$ cat src/rtl/sdram_arbiter.sv
// Single-word SDRAM request arbiter for the load/mix/pitch/record/play cores.
// Define SDRAM_ARB_RR_EN for round-robin arbitration; fixed priority (play highest) otherwise.
module sdram_arbiter #(
   parameter int ADDR_W = 23,
   parameter int DATA_W = 32,
   parameter int N_CLI  = 5
) (
   input  logic                      i_clk,
   input  logic                      i_rst,
   input  logic [N_CLI-1:0]          cli_read,
   input  logic [N_CLI-1:0]          cli_write,
   input  logic [N_CLI*ADDR_W-1:0]   cli_addr,
   input  logic [N_CLI*DATA_W-1:0]   cli_writedata,
   output logic [DATA_W-1:0]         cli_readdata,
   output logic [N_CLI-1:0]          cli_finished,
   output logic                      sdram_read,
   output logic                      sdram_write,
   output logic [ADDR_W-1:0]         sdram_addr,
   output logic [DATA_W-1:0]         sdram_writedata,
   input  logic [DATA_W-1:0]         sdram_readdata,
   input  logic                      sdram_finished,
   output logic [2:0]                grant_id,
   output logic                      busy
);

   typedef enum logic [1:0] {
      IDLE = 2'd0,
      BUSY = 2'd1,
      DONE = 2'd2
   } state_t;

   state_t              state_r;
   logic                op_read_r;
   logic [N_CLI-1:0]    req_s;
   logic                any_req_s;
   logic [2:0]          win_s;
   logic                sel_rd_s;
   logic [ADDR_W-1:0]   sel_addr_s;
   logic [DATA_W-1:0]   sel_wdata_s;

   // Highest index wins, so play(4) beats everyone.
   function automatic logic [2:0] pick_fixed(input logic [N_CLI-1:0] req);
      logic [2:0] w;
      w = 3'd0;
      for (int i = 0; i < N_CLI; i++) begin
         w = req[i] ? 3'(i) : w;
      end
      return w;
   endfunction

   function automatic logic [N_CLI-1:0] one_hot(input logic [2:0] idx);
      logic [N_CLI-1:0] v;
      v = '0;
      for (int i = 0; i < N_CLI; i++) begin
         v[i] = (idx == 3'(i));
      end
      return v;
   endfunction

`ifdef SDRAM_ARB_RR_EN
   logic [2:0] rr_ptr_r;

   // Walk backwards from the farthest slot so the first requester in circular order is kept.
   function automatic logic [2:0] pick_rr(input logic [N_CLI-1:0] req, input logic [2:0] ptr);
      logic [2:0] w;
      int         idx;
      w = 3'd0;
      for (int k = N_CLI - 1; k >= 0; k--) begin
         idx = (int'(ptr) + k) % N_CLI;
         w   = req[idx] ? 3'(idx) : w;
      end
      return w;
   endfunction

   // Rotation pointer: search start for the next grant, one past the last winner.
   always_ff @(posedge i_clk or negedge i_rst) begin
      if (!i_rst) begin
         rr_ptr_r <= 3'd0;
      end else if ((state_r == IDLE) && any_req_s) begin
         rr_ptr_r <= (win_s == 3'(N_CLI - 1)) ? 3'd0 : (win_s + 3'd1);
      end else begin
         rr_ptr_r <= rr_ptr_r;
      end
   end
`endif

   // Request decode, winner selection and winner slice mux.
   always_comb begin
      req_s     = cli_read | cli_write;
      any_req_s = |req_s;
`ifdef SDRAM_ARB_RR_EN
      win_s     = pick_rr(req_s, rr_ptr_r);
`else
      win_s     = pick_fixed(req_s);
`endif
      sel_rd_s    = 1'b0;
      sel_addr_s  = '0;
      sel_wdata_s = '0;
      for (int i = 0; i < N_CLI; i++) begin
         sel_rd_s    = (win_s == 3'(i)) ? cli_read[i] : sel_rd_s;
         sel_addr_s  = (win_s == 3'(i)) ? cli_addr[i*ADDR_W +: ADDR_W] : sel_addr_s;
         sel_wdata_s = (win_s == 3'(i)) ? cli_writedata[i*DATA_W +: DATA_W] : sel_wdata_s;
      end
   end

   // Arbiter FSM with all outputs registered.
   always_ff @(posedge i_clk or negedge i_rst) begin
      if (!i_rst) begin
         state_r         <= IDLE;
         op_read_r       <= 1'b0;
         grant_id        <= 3'd0;
         sdram_read      <= 1'b0;
         sdram_write     <= 1'b0;
         sdram_addr      <= '0;
         sdram_writedata <= '0;
         cli_readdata    <= '0;
         cli_finished    <= '0;
         busy            <= 1'b0;
      end else begin
         case (state_r)
            IDLE: begin
               cli_finished <= '0;
               if (any_req_s) begin
                  // Read wins over write when a client raises both.
                  grant_id        <= win_s;
                  op_read_r       <= sel_rd_s;
                  sdram_read      <= sel_rd_s;
                  sdram_write     <= ~sel_rd_s;
                  sdram_addr      <= sel_addr_s;
                  sdram_writedata <= sel_wdata_s;
                  busy            <= 1'b1;
                  state_r         <= BUSY;
               end else begin
                  sdram_read  <= 1'b0;
                  sdram_write <= 1'b0;
                  busy        <= 1'b0;
                  state_r     <= IDLE;
               end
            end
            BUSY: begin
               if (sdram_finished) begin
                  sdram_read   <= 1'b0;
                  sdram_write  <= 1'b0;
                  cli_readdata <= op_read_r ? sdram_readdata : cli_readdata;
                  cli_finished <= one_hot(grant_id);
                  state_r      <= DONE;
               end else begin
                  state_r <= BUSY;
               end
            end
            DONE: begin
               cli_finished <= '0;
               busy         <= 1'b0;
               state_r      <= IDLE;
            end
            default: begin
               sdram_read   <= 1'b0;
               sdram_write  <= 1'b0;
               cli_finished <= '0;
               busy         <= 1'b0;
               state_r      <= IDLE;
            end
         endcase
      end
   end

endmodule

$ cat config.mk
export PLATFORM = sky130hd
export DESIGN_NAME = sdram_arbiter
export DESIGN_NICKNAME = d
export VERILOG_FILES = /design/src/rtl/sdram_arbiter.sv
export SDC_FILE = /design/constraint.sdc
export NUM_CORES = 1
export LEC_CHECK = 0
export BUFFER_PORTS_ARGS = -buffer_cell sky130_fd_sc_hd__buf_2
export CORE_AREA = 2 2 162 164
export CTS_CLUSTER_DIAMETER = 150
export DETAILED_ROUTE_END_ITERATION = 10
export DIE_AREA = 0 0 164 166
export SLEW_MARGIN = 5
export SYNTH_ARGS = -nofsm -noshare
export SYNTH_HDL_FRONTEND = slang
export SYNTH_SLANG_ARGS = --single-unit
$ cat constraint.sdc
create_clock -name i_clk -period 2.7 [get_ports i_clk]
set_input_delay 0.675 -clock i_clk [delete_from_list [all_inputs] [get_ports i_clk]]
set_output_delay 0.675 -clock i_clk [all_outputs]
set_load 0.02 [all_outputs]
==> results.md <==
Outcome
- finished, final reports clean — status

Clock network
- 0 — Resized cells post-CTS
- 90 ps — Reg clk slew, reported paths
- 101 — number of sinks on the clock net
- sky130_fd_sc_hd__clkbuf_16 — clock root buffer
- 0 — Post CTS Setup Buffer Count
- built — TritonCTS clock tree
- 0 — total of hold buffers inserted after clock tree synthesis
- 3 — H-tree depth reported by CTS
- 360 ps — source-to-sink clock delay at the later pin of the worst-skew pair
- 2 — maximum clock path buffer count
- 9 — cts bufs inserted

Critical path
- 36 — crit path max fanout
- flop — element type at the critical path end
- 2920 ps — Data required, critical path
- input port — startpoint class of the critical path
- 5 — worst reg-to-reg path cell count
- input port to flop — WS Path Type
- 2390 ps — data arrival time of the critical path

Power
- 4.47 mW — Internal
- 0.503 — combinational fraction of design power
- 0.434 — sw frac
- 881 mW/mm^2 — power density relative to cell area
- 445 uV — IR Drop Worst-Case VDD
- 3.43 mW — reported net switching power
- 0.164 — clock network power share
- 4.30 nW — Leakage Power
- 0.333 — Flop pwr share

Global route
- 0.318 — met2 GRT Util
- 0.194 — Total GRT Usage
- 0 — GRT Residual Overflow
- 0.0460 — GRT met3 Usage
- 40.5 mm — global-route wire length before repair
- 7,009 — vias in the first global route
- 2 — number of antenna violations at the first check in global routing
- 0.252 — met1 usage
- 45 — maximum number of pins on one net before global-route repair
- met2 — grt peak-use layer

Floorplanning
- 166 um — Die Y
- 164 um — floorplan die width
- 0.0272 sq mm — die area
- 0.237 — initial standard-cell utilization of the core
- 59 — placement row count
- 0.0256 sq mm — Core Region
- 418 — top-level port count

Synth
- sky130_fd_sc_hd__dfrtp_1 — most frequently used cell type in the post-synthesis netlist
- 979 — post-synth net total
- 0.00606 sq mm — netlist area before placement
- 659 — Mapped Cells
- 0.417 — portion of synthesized cell area occupied by the leading cell type
- sky130_fd_sc_hd__dfrtp_1 — largest area contributor in the netlist
- 0 — warning count from the yosys run
- 0.417 — sequential area share after synthesis
- 33 — post-synth cell types
- sky130_fd_sc_hd__dfrtp_1 42%, sky130_fd_sc_hd__nor3b_1 6.8%, sky130_fd_sc_hd__mux2_2 6.1% — cell types with the largest area share after synthesis
- 1.00 — fraction of registers with async set/reset
- 101 x sky130_fd_sc_hd__dfrtp_1, 73 x sky130_fd_sc_hd__nor2_1, 55 x sky130_fd_sc_hd__nor3b_1, 52 x sky130_fd_sc_hd__clkbuf_1, 43 x sky130_fd_sc_hd__o21ai_0 — top cell types by occurrence after synthesis
- 0 — count of flip-flops with a built-in enable after synthesis
- 101 — synthesis-stage register bit count
- sky130_fd_sc_hd__dfrtp_1 — most used flip-flop cell after synthesis
- 9.19 sq um — average cell area after synthesis

Final layout
- 48.1% — layout-stage area growth over the synthesis result
- 1,376 — fin nets
- 0.519 — share of cells above drive strength 1

Detailed routing
- 19.6 um — average detailed-routed wire length per instance
- 553 — count of routing violations after the opening detailed-route iteration
- 0 — number of antenna-violating nets in the routed design
- 27.4 mm — total wirelength of the detailed-routed design
- 0 — Remaining DRCs
- 5 — drt first pass iters
- 5.13 — Vias per Instance
- 7,173 — overall via count from detail_route

Placement
- 0.956 — placer congestion estimate
- 21.1 mm — DP HPWL
- 148 ps — placement-stage worst setup slack
- 417 — Port Buffer Count

STA
- 0 — Final Max Slew Viols
- 2170 ps — final period demand of the worst path
- 527 ps — fin worst setup slack
- no — unrepaired setup endpoints after global routing
- 15.7 ps — Max Clock Skew
- 666 ps — actual transition at the worst max-transition pin
- 0.805 — final period utilization
- 0 — Final Hold Viols
- 0.556 — Slew HR
- 0 — count of final setup violators
- 0 ps — final-layout setup total negative slack
- 460 MHz — highest attainable clock frequency

Hold path
- input port to asynchronous set/reset pin — type of the most critical hold path

Flow run
- 0 — max_cap viols

==> cell type report <==
class | instances | area [sq um]
well taps | 335 | 419
diodes | 2 | 5.00
repair buffers | 458 | 2470
multi-input cells | 480 | 3240
flip-flops and latches | 101 | 2530
inverters | 6 | 22.5
clock inverters | 6 | 56.3
fillers | 2701 | 16600
clock buffers | 10 | 229
==> layout by cell type (no fill, tap or decap), drive strengths merged <==
cell type and n:
or4 1, o211ai 1, mux2 33, nand3 39
o41ai 1, and3 6, clkinv 3, nor3 2
o221ai 1, or3 1, dfrtp 101, inv 8
a32o 1, nor2 73, nand2b 2, a22o 14
a221oi 36, a31o 36, a22oi 2, a211oi 19
a2bb2oi 6, a21oi 24, o21ai 43, nand2 41
buf 458, a32oi 1, nor3b 55, o21a 2
clkbuf 10, clkinvlp 1, o311ai 36, diode 2
or2 4
==> power groups by stage <==
stage	Sequential (mW)	Clock, mW	Combinational [mW]
6_report	2.64	1.30	3.97
2_1_floorplan	3.49	0	1.49
3_5_place_dp	2.65	0	4.03
4_1_cts	2.64	1.36	4.02
3_3_place_gp	2.64	0	3.97
5_1_grt	2.72	1.42	4.29
==> flip-flops by register name, indices dropped and copies added (netlist names) <==
signal	count
busy	1
cli_finished	5
cli_readdata	32
grant_id	3
op_read_r	1
sdram_addr	23
sdram_read	1
sdram_write	1
sdram_writedata	32
state_r	2
==> final timing paths <==
check                              from  slack, ps                  end
min in group i_clk          sdram_write        490          sdram_write
hold / removal                    i_rst        340       sdram_addr[11]
hold reg to reg             sdram_write        490          sdram_write
setup / recovery           cli_write[4]        530   sdram_writedata[1]
max in group asynchronous         i_rst       1640   sdram_writedata[1]
setup reg to reg             state_r[0]        800  sdram_writedata[22]
==> logic make-up (layout without fill, tap and decap cells) <==
logic type      Yosys count  in the layout  share of synthesized area
simple gates            224            224                      0.191
compound gates          223            223                      0.279
flops                   101            101                      0.417
buf+inv                  78            480                     0.0512
mux                      33             33                     0.0613
other cells               0              2                          0
==> critical path: stages <==
cell and delay (ps):
sky130_fd_sc_hd__buf_2 110, sky130_fd_sc_hd__or2_2 460, sky130_fd_sc_hd__nor3_4 260, sky130_fd_sc_hd__buf_12 240
sky130_fd_sc_hd__a221oi_1 150, sky130_fd_sc_hd__buf_4 160, sky130_fd_sc_hd__o311ai_0 310
==> per-layer routing <==
metal  share of wire  vias to the layer above
li1                -                     3317
met1            0.42                     3429
met2            0.48                      386
met3           0.084                       41
met4           0.021                        0
met5               0                        -
==> stage by stage <==
step                cell area, sq um  hold slack, ps  power (mW)   util  std cells
floorplan                       6060             379        4.98      -        659
global placement                8680             470        6.62  0.339       1380
detailed placement              8680             476        6.68  0.339       1380
CTS                             8970             348        8.02  0.350       1396
global route                    8970             389        8.44  0.350       1396
finish                          8970             339        7.91  0.350       1398
No activity file was read; power rests on OpenSTA's default activity.
